<file path="src/rtl/branch_predictor_pkg.sv">
// Shared types and constants for the branch predictor: branch type codes,
// 2-bit counter encodings and the prediction record carried down the pipe.
package branch_predictor_pkg;

    typedef enum logic [2:0] {
        NOBRANCH = 3'd0,
        BEQ      = 3'd1,
        BNE      = 3'd2,
        BLT      = 3'd3,
        BGE      = 3'd4,
        BLTU     = 3'd5,
        BGEU     = 3'd6
    } branch_type_e;

    localparam logic [1:0] CTR_SNT   = 2'b00;
    localparam logic [1:0] CTR_WNT   = 2'b01;
    localparam logic [1:0] CTR_WT    = 2'b10;
    localparam logic [1:0] CTR_ST    = 2'b11;
    localparam logic [1:0] CTR_INIT  = CTR_WNT;
    localparam logic [1:0] CTR_ALLOC = CTR_WT;

    typedef struct packed {
        logic        taken;
        logic [31:0] target;
    } pred_t;

    // Saturating step toward the resolved direction.
    function automatic logic [1:0] ctr_next(input logic [1:0] c, input logic taken);
        if (taken) return (c == CTR_ST)  ? c : c + 2'd1;
        else       return (c == CTR_SNT) ? c : c - 2'd1;
    endfunction

endpackage

</file>
<file path="src/rtl/branch_predictor_if.sv">
// Pipeline-facing signals of the branch predictor: fetch lookup, ID/EX
// register controls, and the EX resolve/redirect path.
interface branch_predictor_if;
    import branch_predictor_pkg::*;

    logic [31:0]  PCF;
    logic         PredTakenF;
    logic [31:0]  PredTargetF;
    logic         StallD, FlushD;
    logic         StallE, FlushE;
    branch_type_e BranchTypeE;
    logic         BranchE;
    logic [31:0]  PCE;
    logic [31:0]  BranchTargetE;
    logic         MispredictE;
    logic [31:0]  RedirectPCE;

    modport master (
        output PCF, StallD, FlushD, StallE, FlushE,
               BranchTypeE, BranchE, PCE, BranchTargetE,
        input  PredTakenF, PredTargetF, MispredictE, RedirectPCE
    );

    modport slave (
        input  PCF, StallD, FlushD, StallE, FlushE,
               BranchTypeE, BranchE, PCE, BranchTargetE,
        output PredTakenF, PredTargetF, MispredictE, RedirectPCE
    );

endinterface

</file>
<file path="src/rtl/branch_predictor_branch_target_table.sv">
// Direct-mapped BTB storage: two async read ports (fetch and EX), one
// synchronous write port, asynchronous clear to the cold state.
module branch_target_table
    import branch_predictor_pkg::*;
#(
    parameter int ENTRIES = 16,
    parameter int INDEX_W = 4,
    parameter int TAG_W   = 26
) (
    input  logic               clk,
    input  logic               rst_n,
    input  logic [INDEX_W-1:0] rd_idx_a,
    output logic               rd_valid_a,
    output logic [TAG_W-1:0]   rd_tag_a,
    output logic [31:0]        rd_target_a,
    output logic [1:0]         rd_ctr_a,
    input  logic [INDEX_W-1:0] rd_idx_b,
    output logic               rd_valid_b,
    output logic [TAG_W-1:0]   rd_tag_b,
    output logic [31:0]        rd_target_b,
    output logic [1:0]         rd_ctr_b,
    input  logic               wr_en,
    input  logic [INDEX_W-1:0] wr_idx,
    input  logic               wr_valid,
    input  logic [TAG_W-1:0]   wr_tag,
    input  logic [31:0]        wr_target,
    input  logic [1:0]         wr_ctr
);

    logic [ENTRIES-1:0]             valid;
    logic [ENTRIES-1:0][TAG_W-1:0]  tag;
    logic [ENTRIES-1:0][31:0]       target;
    logic [ENTRIES-1:0][1:0]        ctr;

    always_ff @(posedge clk or negedge rst_n) begin
        if (!rst_n) begin
            valid  <= '0;
            tag    <= '0;
            target <= '0;
            for (int i = 0; i < ENTRIES; i++) ctr[i] <= CTR_INIT;
        end else if (wr_en) begin
            valid[wr_idx]  <= wr_valid;
            tag[wr_idx]    <= wr_tag;
            target[wr_idx] <= wr_target;
            ctr[wr_idx]    <= wr_ctr;
        end
    end

    // Reads see the pre-write contents in the cycle of a write.
    assign rd_valid_a  = valid[rd_idx_a];
    assign rd_tag_a    = tag[rd_idx_a];
    assign rd_target_a = target[rd_idx_a];
    assign rd_ctr_a    = ctr[rd_idx_a];
    assign rd_valid_b  = valid[rd_idx_b];
    assign rd_tag_b    = tag[rd_idx_b];
    assign rd_target_b = target[rd_idx_b];
    assign rd_ctr_b    = ctr[rd_idx_b];

endmodule

</file>
<file path="src/rtl/branch_predictor.sv">
// BTB-based dynamic branch predictor: fetch lookup, ID/EX shadow of the
// prediction, EX mispredict detection and table training.
module branch_predictor
    import branch_predictor_pkg::*;
#(
    parameter  int ENTRIES = 16,
    localparam int INDEX_W = $clog2(ENTRIES),
    localparam int TAG_W   = 30 - INDEX_W
) (
    input  logic               clk,
    input  logic               rst_n,
    branch_predictor_if.slave  bp
);

    logic [INDEX_W-1:0] idx_f, idx_e;
    logic [TAG_W-1:0]   tag_f, tag_e;
    logic               f_valid, e_valid;
    logic [TAG_W-1:0]   f_tag, e_tag;
    logic [31:0]        f_target, e_target;
    logic [1:0]         f_ctr, e_ctr;
    logic               hit_f, hit_e, is_br;
    pred_t              pred_f, pred_d, pred_e;

    logic               wr_en, wr_valid;
    logic [TAG_W-1:0]   wr_tag;
    logic [31:0]        wr_target;
    logic [1:0]         wr_ctr;

    assign idx_f = bp.PCF[INDEX_W+1:2];
    assign tag_f = bp.PCF[31:INDEX_W+2];
    assign idx_e = bp.PCE[INDEX_W+1:2];
    assign tag_e = bp.PCE[31:INDEX_W+2];

    branch_target_table #(
        .ENTRIES(ENTRIES), .INDEX_W(INDEX_W), .TAG_W(TAG_W)
    ) u_tbl (
        .clk(clk), .rst_n(rst_n),
        .rd_idx_a(idx_f), .rd_valid_a(f_valid), .rd_tag_a(f_tag),
        .rd_target_a(f_target), .rd_ctr_a(f_ctr),
        .rd_idx_b(idx_e), .rd_valid_b(e_valid), .rd_tag_b(e_tag),
        .rd_target_b(e_target), .rd_ctr_b(e_ctr),
        .wr_en(wr_en), .wr_idx(idx_e), .wr_valid(wr_valid),
        .wr_tag(wr_tag), .wr_target(wr_target), .wr_ctr(wr_ctr)
    );

    assign hit_f = f_valid && (f_tag == tag_f);
    assign hit_e = e_valid && (e_tag == tag_e);
    assign is_br = (bp.BranchTypeE != NOBRANCH);

    always_comb begin
        pred_f.taken  = hit_f & f_ctr[1];
        pred_f.target = pred_f.taken ? f_target : 32'd0;
    end

    assign bp.PredTakenF  = pred_f.taken;
    assign bp.PredTargetF = pred_f.target;

    // Flush wins over stall in both shadow stages.
    always_ff @(posedge clk or negedge rst_n) begin
        if (!rst_n) begin
            pred_d <= '0;
            pred_e <= '0;
        end else begin
            if (bp.FlushD)       pred_d <= '0;
            else if (!bp.StallD) pred_d <= pred_f;
            if (bp.FlushE)       pred_e <= '0;
            else if (!bp.StallE) pred_e <= pred_d;
        end
    end

    always_comb begin
        bp.MispredictE = 1'b0;
        bp.RedirectPCE = bp.PCE + 32'd4;
        if (is_br) begin
            bp.MispredictE = (bp.BranchE != pred_e.taken) ||
                             (bp.BranchE && pred_e.taken && (pred_e.target != bp.BranchTargetE));
            if (bp.BranchE) bp.RedirectPCE = bp.BranchTargetE;
        end else if (pred_e.taken) begin
            // Stale entry predicted taken on a non-branch: fall through.
            bp.MispredictE = 1'b1;
        end
    end

    // Training is gated by StallE so a held branch updates exactly once.
    always_comb begin
        wr_en     = 1'b0;
        wr_valid  = e_valid;
        wr_tag    = tag_e;
        wr_target = e_target;
        wr_ctr    = e_ctr;
        if (!bp.StallE) begin
            if (is_br) begin
                if (hit_e) begin
                    wr_en  = 1'b1;
                    wr_ctr = ctr_next(e_ctr, bp.BranchE);
                    if (bp.BranchE) wr_target = bp.BranchTargetE;
                end else if (bp.BranchE) begin
                    wr_en     = 1'b1;
                    wr_valid  = 1'b1;
                    wr_target = bp.BranchTargetE;
                    wr_ctr    = CTR_ALLOC;
                end
            end else if (hit_e) begin
                wr_en    = 1'b1;
                wr_valid = 1'b0;
            end
        end
    end

endmodule

</file>
<file path="src/flat_wrapper.sv">
// flat-port wrapper written by rule: the top's interface ports become plain ports
module branch_predictor_flat import branch_predictor_pkg::*;
#(
    parameter  int ENTRIES = 16,
    localparam int INDEX_W = $clog2(ENTRIES),
    localparam int TAG_W   = 30 - INDEX_W
)
  (clk, rst_n, bp_PCF, bp_StallD, bp_FlushD, bp_StallE, bp_FlushE, bp_BranchTypeE, bp_BranchE, bp_PCE, bp_BranchTargetE, bp_PredTakenF, bp_PredTargetF, bp_MispredictE, bp_RedirectPCE);
  branch_predictor_if bp_i ();
  input  logic clk;
  input  logic rst_n;
  input wire logic [$bits(bp_i.PCF)-1:0] bp_PCF;
  input wire logic [$bits(bp_i.StallD)-1:0] bp_StallD;
  input wire logic [$bits(bp_i.FlushD)-1:0] bp_FlushD;
  input wire logic [$bits(bp_i.StallE)-1:0] bp_StallE;
  input wire logic [$bits(bp_i.FlushE)-1:0] bp_FlushE;
  input wire logic [$bits(bp_i.BranchTypeE)-1:0] bp_BranchTypeE;
  input wire logic [$bits(bp_i.BranchE)-1:0] bp_BranchE;
  input wire logic [$bits(bp_i.PCE)-1:0] bp_PCE;
  input wire logic [$bits(bp_i.BranchTargetE)-1:0] bp_BranchTargetE;
  output wire logic [$bits(bp_i.PredTakenF)-1:0] bp_PredTakenF;
  output wire logic [$bits(bp_i.PredTargetF)-1:0] bp_PredTargetF;
  output wire logic [$bits(bp_i.MispredictE)-1:0] bp_MispredictE;
  output wire logic [$bits(bp_i.RedirectPCE)-1:0] bp_RedirectPCE;
  assign bp_i.PCF = bp_PCF;
  assign bp_i.StallD = bp_StallD;
  assign bp_i.FlushD = bp_FlushD;
  assign bp_i.StallE = bp_StallE;
  assign bp_i.FlushE = bp_FlushE;
  assign bp_i.BranchTypeE = bp_BranchTypeE;
  assign bp_i.BranchE = bp_BranchE;
  assign bp_i.PCE = bp_PCE;
  assign bp_i.BranchTargetE = bp_BranchTargetE;
  assign bp_PredTakenF = bp_i.PredTakenF;
  assign bp_PredTargetF = bp_i.PredTargetF;
  assign bp_MispredictE = bp_i.MispredictE;
  assign bp_RedirectPCE = bp_i.RedirectPCE;
  branch_predictor #(.ENTRIES(ENTRIES)) u_core (.clk(clk), .rst_n(rst_n), .bp(bp_i));
endmodule
</file>
<file path="config.mk">
export PLATFORM = sky130hd
export DESIGN_NAME = branch_predictor_flat
export DESIGN_NICKNAME = d
export VERILOG_FILES = /design/src/rtl/branch_predictor_pkg.sv /design/src/rtl/branch_predictor_if.sv /design/src/rtl/branch_predictor_branch_target_table.sv /design/src/rtl/branch_predictor.sv /design/src/flat_wrapper.sv
export SDC_FILE = /design/constraint.sdc
export NUM_CORES = 2
export LEC_CHECK = 0
export ABC_AREA = 1
export BUFFER_PORTS_ARGS = -buffer_cell sky130_fd_sc_hd__buf_4
export CAP_MARGIN = 20
export CORE_ASPECT_RATIO = 0.6
export CORE_MARGIN = 3
export CORE_UTILIZATION = 25
export CTS_CLUSTER_DIAMETER = 40
export CTS_CLUSTER_SIZE = 10
export DETAILED_ROUTE_END_ITERATION = 10
export PLACE_DENSITY_LB_ADDON = 0.25
export SKIP_LAST_GASP = 1
export SLEW_MARGIN = 15
export SYNTH_ARGS = -nofsm -noshare
export SYNTH_HDL_FRONTEND = slang
export SYNTH_SLANG_ARGS = --single-unit
export TNS_END_PERCENT = 30
</file>
<file path="constraint.sdc">
create_clock -name clk -period 2.5 [get_ports clk]
set_input_delay 0.125 -clock clk [delete_from_list [all_inputs] [get_ports clk]]
set_output_delay 0.125 -clock clk [all_outputs]
set_load 0.05 [all_outputs]
</file>
==> metrics.cfg <==
[setup_path]
crit_chain=o21ai_0, nand3_1, nand3_1, nand2_1, inv_1, o22ai_1, nor2_1, nand2_1, nor2_1, nand2_1, nor2_4, buf_12, clkinv_16, buf_16, nor2_4, buf_8
startpoint_type=flip-flop
worstPathMaxFanout=8
r2r-start=u_core.u_tbl.tag[46]
worst-path-stages=16
path_delay_family=simple AND/OR/NAND/NOR gates
critPathSlowestCell=dfrtp_1
cp_common_cell=nand2_1
cp_data_arrival_time_ps=3560
worstReg2RegEnd=u_core.u_tbl.tag[2]
crit_required_ps=2380
slowest_delay_ps=410
crit_buf_inv=5
worst_r2r_path_depth=22
critPathKind=flip-flop to primary output
end_kind=primary output
r2r_slack_ps=-620

[drt]
drt_iter0_markers=9634
ant_nets=0
drt_wl_total_mm=307
drc_errors=0
detail_route.wl_per_cell_um=25.6
vias=63737
first_pass_iters=6
via_per_inst=5.32

[synthesis]
ys.flop_type=dfrtp_1
synth_seq_area_share=0.450
netlist_area_um2=58000
synth_edf_count=0
synthArstFlopShare=1.00
synth.avg_cell_area_um2=7.12
synth-warning-count=0
ys_seq_elements=1042
syn_nets=8257
synth_area_leader_cell=dfrtp_1
yosysTopAreaCellShare=0.443
synthCells=8146
ys_types=48
yosys-top-cells-area=dfrtp_1, nand2_1, o21ai_0

[die]
initial_core_util=0.252
core_area_um2=230000
die_w_um=628
die_h_um=379
io_pins=172
rows=136
fp.dieArea_um2=238000

[sta]
hold_viol=0
worstMarginPinSlew_ps=1460
max_slew_margin=0.0213
hold_slack_ps=59.5
min_period_ps=3690
setup_viol=1065
tns_ps=-528820
fin_skew_ps=61.2
finalCritPeriodShare=1.48
rsz0062_at_grt=yes
finalMaxSlewViolations=0
fin_ws_ps=-1190
fmax_mhz=271

[hold_path]
min_from=bp_BranchTargetE[3]
holdPathEnd=u_core.u_tbl.target[419]
min_path_cells=4
hp-class=input pin to flip-flop

[cts]
clk_pin_slew_worst_paths_ps=60
cts_buffer_depth=4
numCtsBuffers=162
cts.sinks=1042
root_buffer=clkbuf_16
cts_tree=built
clock_latency_ps=830
htreeDepth=4

[global_routing]
antenna_found_initial=21
grt_start_max_net_pins=186
grt_usage=0.232
grt_pass1_wl_mm=409
grt_overflow_total=0
grt_pass1_vias=56560

[pwr]
comb_power_share=0.219
pwr-share-clk=0.405
p_int_mw=39.2
power_leakage_nw=36.5
fin_total_pwr_mw=57.6
ir_drop_mv=0.484
power_switching_mw=18.4
power_density_nw_per_um2=723
power_frac_seq=0.375
netSwitchingFraction=0.320

[placed_design]
dp_cells=11496
dpl.hpwl_mm=178
place_area_um2=68700
gp_congestion=0.894
io_buffer_count=169

[cells_and_area]
drive_above_1_share=0.196
nNetsFinal=8878
final_cell_area_um2=79700
area_growth_pct=37.5
final_cell_count_no_fill=11981
fillCellCount=23822

[flow_run]
drv_cap=0

[run_status]
violations=setup timing
status=finished with violations

worst reg2reg max path, delay by kind of cell, from the launching register on:
family          cells  cell delay (ps)
compound gates      1               70
buf+inv             5              750
flops               1              390
simple gates       16             1730
how the worst max path moves through the flow:
| stage | start | endpoint | slack, ps |
|---|---|---|---|
| global placement | bp_PCE[3] | u_core.u_tbl.target[465] | -1210 |
| global route | u_core.u_tbl.tag[5] | bp_PredTargetF[29] | -1270 |
| CTS | u_core.u_tbl.tag[152] | bp_PredTargetF[29] | -1130 |
| finish | u_core.u_tbl.tag[5] | bp_PredTargetF[29] | -1190 |
| floorplan | bp_PCE[3] | bp_RedirectPCE[29] | -260 |
| detailed placement | bp_PCE[3] | u_core.u_tbl.target[463] | -1190 |
layer usage:
metal  share of wire  vias up  global-route usage  routed length (µm)
met5         0.00022        -                   0                  68
met4           0.028        8              0.0565                8540
met3            0.14      493              0.0731               42900
met2            0.39     3891               0.311              119000
met1            0.45    31054               0.350              137000
li1                -    28291                   -                   -
sequential cells by signal (all words and copies together), names as in the netlist:
| name | cells |
|---|---|
| u_core.u_tbl.tag | 416 |
| u_core.pred_d | 33 |
| u_core.pred_e | 33 |
| u_core.u_tbl.ctr | 32 |
| u_core.u_tbl.valid | 16 |
| u_core.u_tbl.target | 512 |
Yosys cell counts (all sizes together) (2+ instances only):
| cell | n |
|---|---|
| nand2 | 2334 |
| o21ai | 1800 |
| dfrtp | 1026 |
| inv | 501 |
| a21oi | 483 |
| nand3 | 481 |
| nor2 | 474 |
| clkbuf | 421 |
| buf | 268 |
| o211ai | 104 |
| o22ai | 65 |
| xnor2 | 32 |
| nand4 | 29 |
| xor2 | 19 |
| dfstp | 16 |
| a221oi | 15 |
| a311o | 15 |
| nor3 | 14 |
| clkinv | 7 |
| ha | 5 |
| o221ai | 5 |
| a31oi | 4 |
| a32o | 4 |
| nand3b | 4 |
| o31ai | 4 |
| or2 | 4 |
| nor4 | 3 |
| o2111ai | 3 |
| a21o | 2 |
cells in the final DEF (no fill, tap or decap), types with 28 or more instances in the layout:
master / Yosys / final
dlygate4sd3_1: 0 / 46
buf_4: 13 / 718
o211ai_1: 104 / 104
a21oi_1: 482 / 479
buf_8: 1 / 30
clkbuf_16: 0 / 213
o21ai_0: 1619 / 1463
nand2_4: 0 / 75
nand3_1: 479 / 472
o21ai_2: 0 / 96
o21ai_1: 181 / 241
dfrtp_1: 1026 / 1026
nor2_4: 3 / 44
nand2_8: 0 / 28
clkbuf_8: 0 / 28
nand4_1: 29 / 29
nor2_1: 468 / 414
o22ai_1: 65 / 65
nand2_2: 14 / 69
buf_12: 0 / 201
buf_16: 0 / 49
buf_6: 17 / 38
xnor2_1: 32 / 31
inv_1: 492 / 477
nand2_1: 2320 / 2175
kinds of logic after synthesis:
logic type | share of synthesized area
and+or+nand+nor | 0.231
AOI/OAI and AO/OA | 0.226
DFF | 0.450
buffers and inverters | 0.0847
muxes | 0.000173
xor gates and xnor gates | 0.00770
adders and majority gates | 0.00108
power by group through the flow:
stage,clock network (mW),logic [mW],registers [mW]
floorplan,0,6.31,21.2
global placement,0,11.4,21.6
detailed placement,0,11.6,21.6
CTS,23.6,11.8,21.4
global route,24.4,14.0,21.9
finish,23.4,12.6,21.6
what timing repair did:
action,4_1_cts,5_1_grt
gates cloned,35,74
endpoints found under the hold margin,1401,0
resized for setup,133,581
hold buffers,48,0
setup buffers,24,41
endpoints found under the setup margin,1061,1065
pin swaps,20,65
layout make-up:
class | instances | area, µm² | share of cell area
Sequential cell | 1042 | 26100 | 0.327
Clock inverter | 61 | 837 | 0.0105
Clock buffer | 205 | 4540 | 0.0569
Inverter | 508 | 1970 | 0.0248
Antenna cell | 7 | 17.5 | 0.000220
Timing Repair Buffer | 1133 | 13400 | 0.168
Tap cell | 3105 | 3880 | 0.0487
Multi-Input combinational cell | 5920 | 29000 | 0.364
per-stage QoR:
| stage | util | setup WS [ps] |
|---|---|---|
| CTS | 0.332 | -1130 |
| floorplan | - | -263 |
| finish | 0.347 | -1190 |
| detailed placement | 0.299 | -1190 |
| global placement | 0.299 | -1210 |
| global route | 0.347 | -1270 |
Note: power is estimated with default switching activity, not from simulation.
